[src/rtl/seq_det_pkg.sv]
// Shared definitions for the seq_101det stage and its downstream consumers:
// FSM state encoding, default parameters and a constant clog2 helper.
package seq_det_pkg;

    typedef enum logic {
        ST_IDLE = 1'b0,
        ST_RUN  = 1'b1
    } state_t;

    localparam int DET_WIN_LEN_DEF = 16;
    localparam int DET_CNT_W_DEF   = 8;

    // Usable in parameter context; returns at least 1 for values of 2 or more.
    function automatic int clog2(input int value);
        int res;
        int v;
        res = 0;
        v   = value - 1;
        while (v > 0) begin
            res++;
            v = v >> 1;
        end
        return res;
    endfunction

endpackage

[src/rtl/det_window_cnt_if.sv]
// Result channel of det_window_cnt: valid/ready handshake carrying the window
// hit count, its saturation flag and the sticky overrun flag.
interface det_window_cnt_if
    import seq_det_pkg::*;
#(
    parameter int CNT_W = DET_CNT_W_DEF
);
    logic             out_valid;
    logic             out_ready;
    logic [CNT_W-1:0] out_cnt;
    logic             out_sat;
    logic             overrun;

    modport master (output out_valid, out_cnt, out_sat, overrun, input out_ready);
    modport slave  (input out_valid, out_cnt, out_sat, overrun, output out_ready);
endinterface

[src/rtl/det_window_cnt_sat_cnt.sv]
// sat_cnt: saturating incrementer with synchronous clear; exposes the value and
// sat flag as they stand after this cycle's increment so a caller can capture both.
module sat_cnt #(
    parameter int WIDTH = 8
) (
    input  logic             clk,
    input  logic             rst_n,
    input  logic             clr,
    input  logic             inc,
    output logic [WIDTH-1:0] cnt_nxt,
    output logic             sat_nxt
);
    localparam logic [WIDTH-1:0] MAX = '1;

    logic [WIDTH-1:0] cnt;
    logic             sat;

    // NOTE: every output of the block gets a default first, so no latch is inferred.
    always_comb begin
        cnt_nxt = cnt;
        sat_nxt = sat;
        if (inc) begin
            // An increment lost at the ceiling is what marks the count as saturated.
            if (cnt == MAX) sat_nxt = 1'b1;
            else            cnt_nxt = cnt + WIDTH'(1);
        end
    end

    // NOTE: state registers use non-blocking assignments only.
    always_ff @(posedge clk or negedge rst_n) begin
        if (!rst_n) begin
            cnt <= '0;
            sat <= 1'b0;
        end else if (clr) begin
            cnt <= '0;
            sat <= 1'b0;
        end else begin
            cnt <= cnt_nxt;
            sat <= sat_nxt;
        end
    end

endmodule

[src/rtl/det_window_cnt.sv]
// det_window_cnt: counts flag_101 hits per window of WIN_LEN qualified bits and offers
// each count on a valid/ready port. Define DET_WIN_OVERRUN_EN to keep pending results and flag overrun.
module det_window_cnt
    import seq_det_pkg::*;
#(
    parameter int WIN_LEN = DET_WIN_LEN_DEF,
    parameter int CNT_W   = DET_CNT_W_DEF
) (
    input  logic             clk,
    input  logic             rst_n,
    input  logic             en,
    input  logic             bit_en,
    input  logic             flag_101,
    det_window_cnt_if.master res
);
    localparam int               BIT_W    = clog2(WIN_LEN);
    localparam logic [BIT_W-1:0] LAST_BIT = BIT_W'(WIN_LEN - 1);

    state_t           state;
    state_t           state_nxt;
    logic [BIT_W-1:0] bit_cnt;
    logic             running;
    logic             counting;
    logic             win_done;
    logic             hit_clr;
    logic             hit_inc;
    logic [CNT_W-1:0] hit_nxt;
    logic             hit_sat_nxt;
    logic             valid_q;
    logic [CNT_W-1:0] cnt_q;
    logic             sat_q;
    logic             xfer;

    // An edge with en low already leaves RUN, so it never counts a bit.
    assign running  = (state == ST_RUN) && en;
    assign counting = running && bit_en;
    assign win_done = counting && (bit_cnt == LAST_BIT);
    assign hit_clr  = !running || win_done;
    assign hit_inc  = counting && flag_101;
    assign xfer     = valid_q && res.out_ready;

    always_ff @(posedge clk or negedge rst_n) begin
        if (!rst_n) state <= ST_IDLE;
        else        state <= state_nxt;
    end

    always_comb begin
        state_nxt = state;
        case (state)
            ST_IDLE: if (en)  state_nxt = ST_RUN;
            ST_RUN:  if (!en) state_nxt = ST_IDLE;
            default:          state_nxt = ST_IDLE;
        endcase
    end

    always_ff @(posedge clk or negedge rst_n) begin
        if (!rst_n)                    bit_cnt <= '0;
        else if (!running || win_done) bit_cnt <= '0;
        else if (bit_en)               bit_cnt <= bit_cnt + BIT_W'(1);
    end

    sat_cnt #(.WIDTH(CNT_W)) u_hit_cnt (
        .clk     (clk),
        .rst_n   (rst_n),
        .clr     (hit_clr),
        .inc     (hit_inc),
        .cnt_nxt (hit_nxt),
        .sat_nxt (hit_sat_nxt)
    );

`ifdef DET_WIN_OVERRUN_EN
    logic load_ok;
    logic ovr_q;

    assign load_ok = !valid_q || res.out_ready;

    always_ff @(posedge clk or negedge rst_n) begin
        if (!rst_n) begin
            valid_q <= 1'b0;
            cnt_q   <= '0;
            sat_q   <= 1'b0;
            ovr_q   <= 1'b0;
        end else begin
            if (win_done && load_ok) begin
                valid_q <= 1'b1;
                cnt_q   <= hit_nxt;
                sat_q   <= hit_sat_nxt;
            end else if (xfer) begin
                valid_q <= 1'b0;
            end
            // Set is tested first so it wins over a same-edge clear.
            if (win_done && !load_ok) ovr_q <= 1'b1;
            else if (xfer)            ovr_q <= 1'b0;
        end
    end

    assign res.overrun = ovr_q;
`else
    always_ff @(posedge clk or negedge rst_n) begin
        if (!rst_n) begin
            valid_q <= 1'b0;
            cnt_q   <= '0;
            sat_q   <= 1'b0;
        end else if (win_done) begin
            valid_q <= 1'b1;
            cnt_q   <= hit_nxt;
            sat_q   <= hit_sat_nxt;
        end else if (xfer) begin
            valid_q <= 1'b0;
        end
    end

    assign res.overrun = 1'b0;
`endif

    assign res.out_valid = valid_q;
    assign res.out_cnt   = cnt_q;
    assign res.out_sat   = sat_q;

endmodule

[src/flat_wrapper.sv]
// flat-port wrapper written by rule: the top's interface ports become plain ports
module det_window_cnt_flat import seq_det_pkg::*;
#(
    parameter int WIN_LEN = DET_WIN_LEN_DEF,
    parameter int CNT_W   = DET_CNT_W_DEF
)
  (clk, rst_n, en, bit_en, flag_101, res_out_valid, res_out_cnt, res_out_sat, res_overrun, res_out_ready);
  det_window_cnt_if #(.CNT_W(CNT_W)) res_i ();
  input  logic clk;
  input  logic rst_n;
  input  logic en;
  input  logic bit_en;
  input  logic flag_101;
  output wire logic [$bits(res_i.out_valid)-1:0] res_out_valid;
  output wire logic [$bits(res_i.out_cnt)-1:0] res_out_cnt;
  output wire logic [$bits(res_i.out_sat)-1:0] res_out_sat;
  output wire logic [$bits(res_i.overrun)-1:0] res_overrun;
  input wire logic [$bits(res_i.out_ready)-1:0] res_out_ready;
  assign res_out_valid = res_i.out_valid;
  assign res_out_cnt = res_i.out_cnt;
  assign res_out_sat = res_i.out_sat;
  assign res_overrun = res_i.overrun;
  assign res_i.out_ready = res_out_ready;
  det_window_cnt #(.WIN_LEN(WIN_LEN), .CNT_W(CNT_W)) u_core (.clk(clk), .rst_n(rst_n), .en(en), .bit_en(bit_en), .flag_101(flag_101), .res(res_i));
endmodule
[config.mk]
export PLATFORM = sky130hd
export DESIGN_NAME = det_window_cnt_flat
export DESIGN_NICKNAME = d
export VERILOG_FILES = /design/src/rtl/seq_det_pkg.sv /design/src/rtl/det_window_cnt_if.sv /design/src/rtl/det_window_cnt_sat_cnt.sv /design/src/rtl/det_window_cnt.sv /design/src/flat_wrapper.sv
export SDC_FILE = /design/constraint.sdc
export NUM_CORES = 1
export LEC_CHECK = 0
export CAP_MARGIN = 20
export CELL_PAD_IN_SITES_DETAIL_PLACEMENT = 2
export CELL_PAD_IN_SITES_GLOBAL_PLACEMENT = 2
export CORE_ASPECT_RATIO = 1.25
export CORE_MARGIN = 2
export CORE_UTILIZATION = 36
export DETAILED_ROUTE_END_ITERATION = 10
export PLACE_DENSITY_LB_ADDON = 0.08
export RECOVER_POWER = 100
export SLEW_MARGIN = 5
export SYNTH_ARGS = -nofsm -noshare
export SYNTH_HDL_FRONTEND = slang
export SYNTH_SLANG_ARGS = --single-unit
export TNS_END_PERCENT = 20
[constraint.sdc]
create_clock -name clk -period 3.8 [get_ports clk]
set_input_delay 0.38 -clock clk [delete_from_list [all_inputs] [get_ports clk]]
set_output_delay 0.38 -clock clk [all_outputs]
set_load 0.005 [all_outputs]
==> results.md <==
- FMAX: 0.507 GHz
- Core Box Area: 2970 µm²
- Hold Path Class: in -> async
- CP Max Fanout: 17
- Synth Warn #: 0
- Arr. time, crit path: 2130 ps
- Clock tree from TritonCTS: yes
- Nets@finish: 133
- Synthesized instance count: 109
- Critical path capture point type: flop
- Clock Sinks: 24
- Min Tclk post-route: 1970 ps
- #FFs+latches synth: 24
- Setup TNS: 0 ps
- CP max stage delay: 670 ps
- Final setup viols: 0
- Maximum vdd ir drop: 178 µV
- DP Wirelength: 1960 µm
- Slowest CP cell: or2_0
- Worst setup SP type: primary input
- Max-slew violation count: 0
- Top cells by area, synth: dfrtp_1 (53%), nor2_1 (4.6%), nand2_1 (4.3%), nand3_1 (3.1%), mux2i_1 (2.6%)
- DRT antenna net count: 0
- Class of the most critical setup path: in -> reg
- Most frequent cells in the layout: dfrtp_1 (24), nor2_1 (14), nand2_1 (13), dlygate4sd3_1 (13)
- Deepest clock path buffer count: 2
- Setup Fix Bufs, Post-CTS: 0
- Gpl congestion: 0.733
- Post-route DRC: 0
- Max cap viols: 0
- Met2 wire length: 1460 µm
- Clock root cell: clkbuf_4
- Hold Slack: 357 ps
- Cell variety after synth: 34
- DR WL/cell: 16.9 µm
- Synth area leader: dfrtp_1
- Antenna violations before repair: 0
- Share of the synthesized area in the top cell type: 52.7%
- CTS clk-pin slew, worst paths: 130 ps
- Die Area: 3630 µm²
- First DRT Iteration DRCs: 5
- Num CTS Buffers: 3
- Via-per-instance ratio: 5.35
- Flop-to-flop setup slack: 1920 ps
- Post-CTS resize count: 0
- WL met1: 1120 µm
- DP Area: 1290 µm²
- Hold-fix buffer count after cts: 0
- Largest net degree at the start of global routing: 25
- Hold Vio Cnt, Final: 0
- Post-Route WL: 2680 µm
- Routed length on met3: 63 µm
- Port bufs: 15
- Rows: 22
- Global-route wire length before repair: 4640 µm
- Die H: 66.9 µm
- CP Cell Sequence: dlygate4sd3_1 > nand4_1 > or2_0 > o21ai_0
- Post-synthesis sequential area ratio: 52.7%
- Share of layout cells above drive strength 1: 4.07%
- Clk Latency, worst-skew pair: 310 ps
- Initial core utilization: 38.3%
- PwrDens: 303 nW/µm²
- H-Tree Level Count: 1
- DRT Pass-1 Iters: 4
- Final worst clock skew: 1.87 ps
- Leakage dissipation: 0.573 nW
- Vias post-DR: 850
- Syn_area_per_cell: 10.4 µm²
- Vias in the first global route: 951
- Uppermost routed layer: met4
- Fin area: 1290 µm²
- Setup repair after global routing missed its margin: no
- Slew @ Worst Pin: 1120 ps
- Fillcell total: 328
- Tcrit/Tclk final: 51.9%
- Area Growth Syn to Fin: 13.0%
- ANT cells: 0
- Die W: 54.3 µm
- GRT Total Usage: 18.3%
- Most common cell after layout, fill and taps aside: dfrtp_1
- Num ports: 17
- Mapped Nets: 117
- Grt total ovfl: 0
- Outcome: finished, final reports clean
- Synthesized area: 1140 µm²
- Worst slew margin: 25.6%
- CP required: 3960 ps
==> cell type report <==
class | count | area [µm²] | share of cell area (%)
Sequential cell | 24 | 601 | 46.7
Multi-Input combinational cell | 79 | 460 | 35.8
Timing Repair Buffer | 16 | 154 | 12.0
Tap cell | 36 | 45.0 | 3.50
Clock buffer | 3 | 22.5 | 1.75
Inverter | 1 | 3.75 | 0.292
==> sequential cells by signal, indices dropped and copies added (netlist names) <==
register / cells
u_core.state: 1
u_core.res.out_cnt: 8
u_core.u_hit_cnt.cnt: 8
u_core.bit_cnt: 4
u_core.res.out_sat: 1
u_core.u_hit_cnt.sat: 1
u_core.res.out_valid: 1
==> metrics by stage <==
step,worst slack (ps),cells,power [mW],util [%]
after global placement,1780,155,0.283,43.5
after floorplan,2400,109,0.271,-
after global routing,1670,159,0.408,43.3
final,1830,159,0.389,43.3
after detailed placement,1700,155,0.284,43.5
after CTS,2030,158,0.398,44.2
==> synthesized netlist by cell type <==
cell type,count
and3_4,1
xnor2_1,2
and4_1,1
nand3b_1,1
nand4_1,3
nor3_1,1
buf_4,2
clkbuf_1,1
nand4_2,2
ha_1,2
o2bb2ai_1,1
inv_1,1
nor3_2,1
mux2i_1,3
o21ai_1,6
a21oi_1,3
nor2_1,14
o21ai_2,1
and3_1,2
o21ai_0,1
nand3_1,7
nand2b_1,3
xor2_1,3
o211ai_1,1
a41oi_1,1
buf_6,2
o31ai_2,1
or2_1,1
a311oi_2,1
a31oi_2,1
nand2_1,13
dfrtp_1,24
conb_1,1
nor4_1,1
==> final timing paths <==
path	startpoint	to	cells after the start
max	bit_en	u_core.res.out_cnt[6]	4
min	rst_n	u_core.res.out_valid	1
max reg2reg	u_core.bit_cnt[0]	u_core.res.out_cnt[6]	4
min reg2reg	u_core.res.out_cnt[5]	u_core.res.out_cnt[5]	2
max in group asynchronous	rst_n	u_core.u_hit_cnt.cnt[0]	2
min in group clk	u_core.res.out_cnt[5]	u_core.res.out_cnt[5]	2
==> power breakdown <==
group          switching [mW]  internal, mW  total [mW]
Clock                  0.0753        0.0371       0.112
Sequential            0.00149         0.257       0.258
Combinational          0.0125       0.00640      0.0189
==> per-layer routing <==
| metal | GRT usage (%) | up-vias |
|---|---|---|
| met3 | 2.24 | 4 |
| li1 | - | 410 |
| met1 | 21.7 | 422 |
| met4 | 8.44 | 0 |
| met2 | 31.6 | 14 |
| met5 | 0 | - |
==> cell families after synthesis <==
group	after synthesis	share of synthesized area, %
compound gates	17	10.9
xor+xnor	5	3.85
fa+ha+maj	2	2.20
buf+inv	6	3.95
flops	24	52.7
mux	3	2.64
other cells	1	0.329
simple gates	51	23.4
==> worst max-delay path, delay by kind of cell <==
| kind | cells | cell delay [ps] |
|---|---|---|
| AOI/OAI and AO/OA | 1 | 240 |
| and+or+nand+nor | 2 | 850 |
| buffers and inverters | 1 | 660 |
Note: power is estimated with default switching activity, not from simulation.
